File: config.mk
export PLATFORM = sky130hd
export DESIGN_NAME = cpu_mc_flat
export DESIGN_NICKNAME = d
export VERILOG_FILES = /design/src/rtl/cpu_mc_pkg.sv /design/src/rtl/cpu_mc_if.sv /design/src/rtl/cpu_mc_alu.sv /design/src/rtl/cpu_mc.sv /design/src/flat_wrapper.sv
export SDC_FILE = /design/constraint.sdc
export NUM_CORES = 2
export LEC_CHECK = 0
export BUFFER_PORTS_ARGS = -buffer_cell sky130_fd_sc_hd__buf_2
export CAP_MARGIN = 30
export CORE_UTILIZATION = 40
export CTS_CLUSTER_SIZE = 30
export DETAILED_ROUTE_END_ITERATION = 7
export HOLD_SLACK_MARGIN = 0.02
export SYNTH_ARGS = -nofsm -noshare
export SYNTH_HDL_FRONTEND = slang
export SYNTH_SLANG_ARGS = --single-unit
File: constraint.sdc
create_clock -name clk -period 19.34 [get_ports clk]
set_input_delay 0.967 -clock clk [delete_from_list [all_inputs] [get_ports clk]]
set_output_delay 0.967 -clock clk [all_outputs]
set_load 0.02 [all_outputs]
File: src/rtl/cpu_mc_pkg.sv
// ============================================================================
// Module : cpu_mc_pkg
// Brief  : Shared opcode/state encodings and constants for the cpu_mc core.
// Rev    : 1.0 - initial release
// ============================================================================
`default_nettype none

package cpu_mc_pkg;

  localparam int PC_IDX  = 15;
  localparam int MR_IDX  = 14;
  localparam int INSTR_W = 16;

  typedef enum logic [3:0] {
    OP_NOP  = 4'h0,
    OP_LDI  = 4'h1,
    OP_ADD  = 4'h2,
    OP_SUB  = 4'h3,
    OP_AND  = 4'h4,
    OP_OR   = 4'h5,
    OP_XOR  = 4'h6,
    OP_LD   = 4'h7,
    OP_ST   = 4'h8,
    OP_ADDI = 4'h9,
    OP_BZ   = 4'hA,
    OP_HALT = 4'hF
  } opcode_t;

  typedef enum logic [2:0] {
    S_FETCH  = 3'd0,
    S_DECODE = 3'd1,
    S_EXEC   = 3'd2,
    S_LOAD   = 3'd3,
    S_STORE  = 3'd4,
    S_HALT   = 3'd5
  } state_t;

endpackage

`default_nettype wire

File: src/rtl/cpu_mc_if.sv
// ============================================================================
// Module : cpu_mc_if
// Brief  : System bus between the cpu_mc master and its memory/peripherals.
// Rev    : 1.0 - initial release
// ============================================================================
`default_nettype none

interface cpu_mc_if
  import cpu_mc_pkg::*;
#(
  parameter int ADDR_WIDTH = 14
);
  logic [ADDR_WIDTH-1:0] bus_addr;
  logic [INSTR_W-1:0]    bus_wrdata;
  logic [INSTR_W-1:0]    bus_rddata;
  logic                  bus_cyc;
  logic                  bus_write;
  logic                  bus_ack;

  modport master (
    output bus_addr, bus_wrdata, bus_cyc, bus_write,
    input  bus_rddata, bus_ack
  );

  modport slave (
    input  bus_addr, bus_wrdata, bus_cyc, bus_write,
    output bus_rddata, bus_ack
  );
endinterface

`default_nettype wire

File: src/rtl/cpu_mc_alu.sv
// ============================================================================
// Module : cpu_mc_alu
// Brief  : Combinational ALU for register-register ops and ADDI, plus the
//          zero test of operand a used by BZ.
// Rev    : 1.0 - initial release
// ============================================================================
`default_nettype none

module cpu_mc_alu
  import cpu_mc_pkg::*;
#(
  parameter int REG_WIDTH = 32
) (
  input  logic [3:0]           op,
  input  logic [REG_WIDTH-1:0] a,
  input  logic [REG_WIDTH-1:0] b,
  input  logic [3:0]           imm4,
  output logic [REG_WIDTH-1:0] y,
  output logic                 a_zero
);

  assign a_zero = (a == '0);

  // Result select; unused opcodes give zero and are never written back.
  always_comb begin
    y = '0;
    case (op)
      OP_ADD:  y = a + b;
      OP_SUB:  y = a - b;
      OP_AND:  y = a & b;
      OP_OR:   y = a | b;
      OP_XOR:  y = a ^ b;
      OP_ADDI: y = a + REG_WIDTH'(imm4);
      default: y = '0;
    endcase
  end

endmodule

`default_nettype wire

File: src/rtl/cpu_mc.sv
// ============================================================================
// Module : cpu_mc
// Brief  : Multi-cycle 16-bit-instruction CPU core, single bus master with
//          ack handshake and bus timeout. R15 is the PC, R14 the memory pointer.
// Rev    : 1.0 - initial release
// ============================================================================
`default_nettype none

module cpu_mc
  import cpu_mc_pkg::*;
#(
  parameter int ADDR_WIDTH = 14,
  parameter int REG_WIDTH  = 32,
  parameter int TIMEOUT    = 64
) (
  input  logic     clk,
  input  logic     rst,
  cpu_mc_if.master bus,
  output logic     halted,
  output logic     retire,
  output logic     illegal_op,
  output logic     bus_timeout
);

  localparam int TW = (TIMEOUT > 1) ? $clog2(TIMEOUT) : 1;
  localparam logic [TW-1:0] c_TLAST = TW'((TIMEOUT > 0) ? TIMEOUT - 1 : 0);

  state_t                r_state;
  state_t                w_next;
  logic [REG_WIDTH-1:0]  r_regs [16];
  logic [INSTR_W-1:0]    r_instr;
  logic [TW-1:0]         r_tcnt;
  logic                  r_tmo;

  logic [3:0]            w_opc, w_rd, w_ra, w_rb;
  logic [REG_WIDTH-1:0]  w_ra_val, w_rb_val, w_rd_val, w_alu_y;
  logic                  w_a_zero;
  logic                  w_expire;

  logic                  w_cyc, w_write, w_retire, w_illegal, w_tmo;
  logic [ADDR_WIDTH-1:0] w_addr;
  logic [INSTR_W-1:0]    w_wrdata;
  logic                  w_fetch_done;
  logic                  w_wr_en;
  logic [3:0]            w_wr_idx;
  logic [REG_WIDTH-1:0]  w_wr_data;

  assign w_opc    = r_instr[15:12];
  assign w_rd     = r_instr[11:8];
  assign w_ra     = r_instr[7:4];
  assign w_rb     = r_instr[3:0];
  assign w_ra_val = r_regs[w_ra];
  assign w_rb_val = r_regs[w_rb];
  assign w_rd_val = r_regs[w_rd];

  // Timeout fires on the TIMEOUT-th cycle of a transaction that is still unacked.
  assign w_expire = (TIMEOUT != 0) && (r_tcnt == c_TLAST);

  cpu_mc_alu #(.REG_WIDTH(REG_WIDTH)) u_alu (
    .op     (w_opc),
    .a      (w_ra_val),
    .b      (w_rb_val),
    .imm4   (w_rb),
    .y      (w_alu_y),
    .a_zero (w_a_zero)
  );

  // State register.
  always_ff @(posedge clk or posedge rst) begin
    if (rst) r_state <= S_FETCH;
    else     r_state <= w_next;
  end

  // Next state, bus drive, pulses and register write-back selection.
  // Everything is forced low while rst is asserted so cyc drops at once.
  always_comb begin
    w_next       = r_state;
    w_cyc        = 1'b0;
    w_write      = 1'b0;
    w_addr       = '0;
    w_wrdata     = '0;
    w_retire     = 1'b0;
    w_illegal    = 1'b0;
    w_tmo        = 1'b0;
    w_fetch_done = 1'b0;
    w_wr_en      = 1'b0;
    w_wr_idx     = w_rd;
    w_wr_data    = w_alu_y;
    if (!rst) begin
      case (r_state)
        S_FETCH: begin
          w_cyc  = 1'b1;
          w_addr = r_regs[PC_IDX][ADDR_WIDTH-1:0];
          if (bus.bus_ack) begin
            w_fetch_done = 1'b1;
            w_next       = S_DECODE;
          end else if (w_expire) begin
            w_tmo  = 1'b1;
            w_next = S_HALT;
          end
        end
        S_DECODE: begin
          case (w_opc)
            OP_NOP: begin
              w_retire = 1'b1;
              w_next   = S_FETCH;
            end
            OP_LDI, OP_ADD, OP_SUB, OP_AND, OP_OR, OP_XOR, OP_ADDI, OP_BZ:
              w_next = S_EXEC;
            OP_LD:   w_next = S_LOAD;
            OP_ST:   w_next = S_STORE;
            OP_HALT: w_next = S_HALT;
            default: begin
              w_illegal = 1'b1;
              w_retire  = 1'b1;
              w_next    = S_FETCH;
            end
          endcase
        end
        S_EXEC: begin
          w_retire = 1'b1;
          w_next   = S_FETCH;
          case (w_opc)
            OP_LDI: begin
              w_wr_en   = 1'b1;
              w_wr_data = {{(REG_WIDTH-8){1'b0}}, r_instr[7:0]};
            end
            OP_ADD, OP_SUB, OP_AND, OP_OR, OP_XOR, OP_ADDI:
              w_wr_en = 1'b1;
            OP_BZ: begin
              w_wr_en   = w_a_zero;
              w_wr_idx  = 4'(PC_IDX);
              w_wr_data = w_rd_val;
            end
            default: w_wr_en = 1'b0;
          endcase
        end
        S_LOAD: begin
          w_cyc  = 1'b1;
          w_addr = r_regs[MR_IDX][ADDR_WIDTH-1:0];
          if (bus.bus_ack) begin
            w_wr_en   = 1'b1;
            w_wr_data = {{(REG_WIDTH-16){1'b0}}, bus.bus_rddata};
            w_retire  = 1'b1;
            w_next    = S_FETCH;
          end else if (w_expire) begin
            w_tmo  = 1'b1;
            w_next = S_HALT;
          end
        end
        S_STORE: begin
          w_cyc    = 1'b1;
          w_write  = 1'b1;
          w_addr   = r_regs[MR_IDX][ADDR_WIDTH-1:0];
          w_wrdata = w_rd_val[15:0];
          if (bus.bus_ack) begin
            w_retire = 1'b1;
            w_next   = S_FETCH;
          end else if (w_expire) begin
            w_tmo  = 1'b1;
            w_next = S_HALT;
          end
        end
        S_HALT:  w_next = S_HALT;
        default: w_next = S_HALT;
      endcase
    end
  end

  // Register file, instruction latch; PC increments on fetch, any later write to R15 jumps.
  always_ff @(posedge clk or posedge rst) begin
    if (rst) begin
      for (int i = 0; i < 16; i++) r_regs[i] <= '0;
      r_instr <= '0;
    end else begin
      if (w_fetch_done) begin
        r_instr        <= bus.bus_rddata;
        r_regs[PC_IDX] <= r_regs[PC_IDX] + REG_WIDTH'(1);
      end
      if (w_wr_en) r_regs[w_wr_idx] <= w_wr_data;
    end
  end

  // Counts unacked bus cycles of the current transaction; cleared otherwise.
  always_ff @(posedge clk or posedge rst) begin
    if (rst) begin
      r_tcnt <= '0;
      r_tmo  <= 1'b0;
    end else begin
      r_tmo <= w_tmo;
      if (w_cyc && !bus.bus_ack) r_tcnt <= r_tcnt + TW'(1);
      else                       r_tcnt <= '0;
    end
  end

  assign bus.bus_cyc    = w_cyc;
  assign bus.bus_write  = w_write;
  assign bus.bus_addr   = w_addr;
  assign bus.bus_wrdata = w_wrdata;
  assign halted         = (r_state == S_HALT) && !rst;
  assign retire         = w_retire;
  assign illegal_op     = w_illegal;
  assign bus_timeout    = r_tmo && !rst;

endmodule

`default_nettype wire

File: src/flat_wrapper.sv
// flat-port wrapper written by rule: the top's interface ports become plain ports
module cpu_mc_flat import cpu_mc_pkg::*;
#(
  parameter int ADDR_WIDTH = 14,
  parameter int REG_WIDTH  = 32,
  parameter int TIMEOUT    = 64
)
  (clk, rst, halted, retire, illegal_op, bus_timeout, bus_bus_addr, bus_bus_wrdata, bus_bus_cyc, bus_bus_write, bus_bus_rddata, bus_bus_ack);
  cpu_mc_if #(.ADDR_WIDTH(ADDR_WIDTH)) bus_i ();
  input  logic clk;
  input  logic rst;
  output logic halted;
  output logic retire;
  output logic illegal_op;
  output logic bus_timeout;
  output wire logic [$bits(bus_i.bus_addr)-1:0] bus_bus_addr;
  output wire logic [$bits(bus_i.bus_wrdata)-1:0] bus_bus_wrdata;
  output wire logic [$bits(bus_i.bus_cyc)-1:0] bus_bus_cyc;
  output wire logic [$bits(bus_i.bus_write)-1:0] bus_bus_write;
  input wire logic [$bits(bus_i.bus_rddata)-1:0] bus_bus_rddata;
  input wire logic [$bits(bus_i.bus_ack)-1:0] bus_bus_ack;
  assign bus_bus_addr = bus_i.bus_addr;
  assign bus_bus_wrdata = bus_i.bus_wrdata;
  assign bus_bus_cyc = bus_i.bus_cyc;
  assign bus_bus_write = bus_i.bus_write;
  assign bus_i.bus_rddata = bus_bus_rddata;
  assign bus_i.bus_ack = bus_bus_ack;
  cpu_mc #(.ADDR_WIDTH(ADDR_WIDTH), .REG_WIDTH(REG_WIDTH), .TIMEOUT(TIMEOUT)) u_core (.clk(clk), .rst(rst), .bus(bus_i), .halted(halted), .retire(retire), .illegal_op(illegal_op), .bus_timeout(bus_timeout));
endmodule
# Word level (Yosys, flattened, before mapping)
# Cells that the tools add are included.
totals:
  regBits: 538
  latchBits: 0
  ram_bits: 0
  mem_bits_ro: 0
  input_bits: 19
  n_memories: 0
classes:
  addsub: 5
  n_mul: 0
  n_div: 0
  order_cmp: 5
  n_eq_ne: 17
  shift: 0
  n_mux: 52
  bitwise_logic: 7
  reduce_logical: 15
ops:
  columns: ["op", "count"]
  rows:
  - ["bitwise mux 512 bit", 1]
  - ["binary-select mux 32 bit (select 4 bit)", 3]
  - ["2-to-1 mux 32 bit", 11]
  - ["case mux 32 bit (6 select lines)", 1]
  - ["demux 32 bit (select 4 bit)", 1]
  - ["case mux 32 bit (2 select lines)", 2]
  - ["adder 32 x 1 -> 32 bit (second input constant)", 1]
  - ["adder 32 bit", 1]
  - ["adder 32 x 4 -> 32 bit", 1]
  - ["bitwise AND 32 bit", 1]
  - ["logical NOT 32 bit", 1]
  - ["2-to-1 mux 16 bit", 2]
  - ["bitwise OR 32 bit", 1]
  - ["subtractor 32 bit", 1]
  - ["bitwise XOR 32 bit", 1]
  - ["case mux 14 bit (2 select lines)", 1]
  - ["case mux 3 bit (4 select lines)", 2]
  - ["greater-or-equal comparator 5 bit (second input constant)", 4]
  - ["inverter 4 -> 5 bit", 4]
  - ["2-to-1 mux 1 bit", 17]
  - ["== test 4 x 3 -> 1 bit (second input constant)", 4]
  - ["== test 4 bit (second input constant)", 4]
  - ["2-to-1 mux 14 bit", 1]
  - ["2-to-1 mux 4 bit", 3]
  - ["22 further kinds", 32]

# Longest topological paths before layout
depth:
  depth_word: 11
  depth_mapped: 28

# Cells and area by module
# Synthesis repeated with hierarchy kept, for this count alone.
unflattened:
  cells_unflattened: 2915
  area_unflattened_um2: 38380.6
modules_own_cells:
  columns: ["module", "n_inst", "cells_each", "area_per_inst_um2", "seq_area_each_um2"]
  rows:
  - ["cpu_mc", 1, 2313, 34085.2, 13462.9]
  - ["cpu_mc_alu", 1, 602, 4295.4, 0.0]

# Worst setup path after synthesis
# OpenSTA, ideal clock, no wires.
synth_timing:
  kind: "input-to-reg"
  startpoint: "input rst"
  endpoint: "register u_core.r_regs[163] (netlist bit)"
  arrival_time_ns: 15.240
  required_ns: 19.204
  path_slack_ns: 3.964
  cell_stages: 9
  path_cell_list: "clkbuf_1 inv_1 nand2b_1 a21oi_1 clkbuf_1 nor2_1 a221oi_1 clkbuf_1 o21ai_0"
synth_between:
  elab_chain_len: 7
  word_cells_on_any_way: 10
  cone_classes: "order compare (2); mux (6); bitwise (1); reduce/logical (1)"
synth_lines:
  columns: ["element", "line_no", "source"]
  rows:
  - ["start, declared", "flat_wrapper.sv:11", "input logic rst;"]
  - ["2-to-1 mux 4 bit", "cpu_mc.sv:89", "if (!rst) begin"]
  - ["inverter 4 -> 5 bit (not written as such)", "cpu_mc.sv:180", "if (w_wr_en) r_regs[w_wr_idx] <= w_wr_data;"]
  - ["greater-or-equal comparator 5 bit (not written as such) or < comparator 5 x 1 -> 1 bit (tied branches)", "cpu_mc.sv:180", null]
  - ["logical AND 1 bit (not written as such)", "cpu_mc.sv:180", null]
  - ["2-to-1 mux 32 bit (not written as such)", "cpu_mc.sv:180", null]
  - ["demux 32 bit (select 4 bit)", "cpu_mc.sv:180", null]
  - ["bitwise mux 512 bit", "cpu_mc.sv:180", null]
  - ["end signal, assigned by index", "cpu_mc.sv:178", "r_regs[PC_IDX] <= r_regs[PC_IDX] + REG_WIDTH'(1);"]
  - ["end signal, assigned by index", "cpu_mc.sv:180", null]
  - ["end, declared", "cpu_mc.sv:30", "logic [REG_WIDTH-1:0] r_regs [16];"]
# Several ways; a longest one is shown, not always the timed one.
# A chain may end at the register's enable or synchronous reset.

# Final worst setup path
layout_timing:
  startpoint: "register u_core.r_instr[1]"
  endpoint: "register u_core.r_regs[126] (netlist bit)"
layout_between:
  elab_chain_len: 10
  word_cells_on_any_way: 16
  cone_classes: "add/sub (3); mux (9); bitwise (4)"
layout_lines:
  columns: ["element", "line_no", "source"]
  rows:
  - ["start, declared", "cpu_mc.sv:31", "logic [INSTR_W-1:0] r_instr;"]
  - ["start signal, assigned", "cpu_mc.sv:177", "r_instr <= bus.bus_rddata;"]
  - ["inverter 4 -> 5 bit (not written as such)", "cpu_mc.sv:53", "assign w_rb_val = r_regs[w_rb];"]
  - ["binary-select mux 32 bit (select 4 bit)", "cpu_mc.sv:53", null]
  - ["2-to-1 mux 32 bit (not written as such) (2 in series)", "cpu_mc.sv:53", null]
  - ["subtractor 32 bit (tied with other cells)", "cpu_mc_alu.sv:29", "OP_SUB: y = a - b;"]
  - ["case mux 32 bit (6 select lines) *", "cpu_mc_alu.sv:27", "case (op)"]
  - ["case mux 32 bit (2 select lines) or 2-to-1 mux 32 bit (tied branches)", "cpu_mc.sv:123, cpu_mc.sv:141", null]
  - ["case mux 32 bit (2 select lines)", "cpu_mc.sv:90", "case (r_state)"]
  - ["2-to-1 mux 32 bit *", "cpu_mc.sv:89", null]
  - ["bitwise mux 512 bit *", "cpu_mc.sv:180", null]
# Every way passes the cells marked *; elsewhere a longest branch is shown, timed or not. The select of a mux whose other input is x is not followed.

==> flow_metrics.tcl <==
set metrics [dict create \
    status "finished, final reports clean" \
    synthAdderAreaFrac 0.0333 \
    fp.dieW_um 308 \
    cpMaxStageDelayCell "nor2_1" \
    yosysSeqAreaShare 0.360 \
    ant_nets 0 \
    antenna_cells 0 \
    dp_cells 4376 \
    wl_per_cell_um 27.8 \
    drc_errors 0 \
    cts.reportedPaths.clkPinSlew_ps 60 \
    hold_class "flip-flop to flip-flop" \
    wl_met3_um 11300 \
    clockBufferDepth 3 \
    die_y_um 308 \
    synth_area_per_cell_um2 11.4 \
    synth_edf_count 0 \
    path_class "flip-flop to flip-flop" \
    numCtsBuffers 60 \
    final_cells 4496 \
    drt-met1-wl_um 50300 \
    path_max_fanout 41 \
    synth_top_family_by_area "multiplexers" \
    synth_area_um2 37400 \
    cts_setup_buffers 0 \
    fp.dieArea_um2 94800 \
    ys_ff_latch 538 \
    tightest_slew_ps 1100 \
    synthSimpleGateAreaFrac 0.0824 \
    clock_sinks 538 \
    io_pins 55 \
    cp.required_ps 19810 \
    grt_overflow 0 \
    dr_wl_met2_um 57900 \
    synthXorXnorAreaFrac 0.0197 \
    nNetsFinal 3319 \
    startpoint_type "flip-flop" \
    numPortBuffers 54 \
    finalCritPeriodShare 0.429 \
    synth_ff_type "dfrtp_1" \
    cpPeakStageDelay_ps 820 \
    postLayoutCoreUtil 0.445 \
    wl_um 125000 \
    std_cell_rows 111 \
    slew-limit-headroom 0.263 \
    cts_root_buf "clkbuf_16" \
    leakage_nw 17.7 \
    dr.pass1.iters 5 \
    grt_pass1_wl_um 189000 \
    syn-num-nets 3404 \
    htreeDepth 2 \
    cts_hold_buffers 0 \
    top_layer_used "met4" \
    viasPerCell 6.47 \
    synthArstFlopShare 1.00 \
    synth_cell_types 83 \
    cts_tree "built" \
    max_cap_violations 0 \
    fin_setup_tns_ps 0 \
    first_global_vias 28500 \
    area_growth_pct 9.78 \
    drive_above_1_share 0.266 \
    fin_skew_ps 19.3 \
    initial_utilization 0.406 \
    synth_compound_area_frac 0.123 \
    yosysWarnings 0 \
    finalSetupViolCount 0 \
    fin_total_pwr_mw 6.75 \
    vias 29100 \
    cp.arrival_ps 8770 \
    fmax_ghz 0.121 \
    place_congestion 0.947 \
    coreArea_um2 92200 \
    r2r_slack_ps 11050 \
    drv_slew 0 \
    muxShareOfSynthArea 0.332 \
    hold_viol 0 \
    end_kind "flip-flop" \
    path_common_cell "o21ai_0" \
    finalCriticalPeriod_ps 8290 \
    track_usage 0.266 \
    ir_drop_mv 0.133 \
    cts_resized 0 \
    crit_chain "buf_4, buf_4, mux4_2, mux4_2, nor4_1, nand4_1, o21ai_0, xnor2_1, nor2_1, ha_1, and4_1, a221o_1, nor3_1, a211o_1, o21ai_0, a2111oi_0, mux2i_1, nor2_1, o21ai_0" \
    p_per_area_nw_per_um2 164 \
    rsz0062_at_grt "false" \
    final_cell_mix "529 x dfrtp_1, 429 x mux4_2, 287 x nand2_1" \
    final_common_cell "dfrtp_1" \
    syn_inst 3286 \
    antenna_found_initial 0 \
    grt_max_degree 87 \
    place_hpwl_um 80100 \
    drt_iter0_drc 3404 \
    insertion_delay_ps 640 \
]
[flip-flops by register name, summed over array words and instances (netlist names)]
register and count:
u_core.r_regs 512, u_core.r_instr 16, u_core.r_tmo 1, u_core.r_state 3, u_core.r_tcnt 6
[synthesized netlist by cell type (all sizes together), types with 22 or more instances]
cell,instances,area (um^2)
buf,116,658
a221oi,26,270
a21oi,225,1130
and2,29,181
xnor2,63,552
nand3,23,120
nor2,209,792
nor2b,22,138
o21ai,263,1320
mux2,164,1850
a31oi,29,181
nand2,295,1110
dfrtp,538,13500
mux2i,91,911
a22oi,79,617
ha,98,1230
mux4,429,9660
inv,139,522
clkbuf,185,694
[path summary, 6_finish.rpt]
path,from,cells after the start,endpoint
max,u_core.r_instr[1],19,u_core.r_regs[126]
min in group asynchronous,rst,3,u_core.r_tcnt[5]
min,u_core.r_tcnt[0],1,u_core.r_tcnt[0]
max in group asynchronous,rst,8,u_core.r_regs[445]
min reg2reg,u_core.r_tcnt[0],1,u_core.r_tcnt[0]
max reg2reg,u_core.r_instr[1],19,u_core.r_regs[126]
[layout make-up]
type                       instances  area [um^2]
clock inverter                    30          403
inverter                         140          533
tap                             1243         1560
fill                            8515        51100
timing repair buffer             154         1150
multi-input combinational       2307        22200
sequential                       538        13500
clock buffer                      84         1770
[critical path: cells and delay by family, from the launching register on]
| family | cells | cell delay (ps) |
|---|---|---|
| xor+xnor | 1 | 150 |
| mux | 3 | 1360 |
| flops | 1 | 590 |
| fa+ha+maj | 1 | 390 |
| buf+inv | 2 | 1190 |
| simple gates | 6 | 2200 |
| compound gates | 6 | 2160 |
[layer usage]
| metal | global-route usage | up-vias |
|---|---|---|
| li1 | - | 12300 |
| met1 | 0.361 | 15000 |
| met2 | 0.418 | 1465 |
| met3 | 0.0528 | 331 |
| met4 | 0.103 | 0 |
| met5 | 0 | - |
[logic make-up after synthesis]
group | Yosys count
AO/OA/AOI/OAI | 752
AND/OR/NAND/NOR | 688
multiplexers | 684
flip-flops | 538
buffers and inverters | 441
adder cells (fa/ha/maj) | 99
XOR/XNOR | 84
[stage by stage]
stage	setup WS [ps]	hold WS (ps)	cell area, um^2
global route	10680	492	41100
floorplan	3150	433	37400
global placement	11170	455	38700
CTS	11200	469	40900
detailed placement	11180	460	38800
finish	11050	465	41100
[report_power, final]
group	total, mW	switching (mW)	internal [mW]
combinational	3.70	2.14	1.55
sequential	1.79	0.419	1.37
clock	1.26	0.501	0.758
Power figures use the tool's default switching activity.
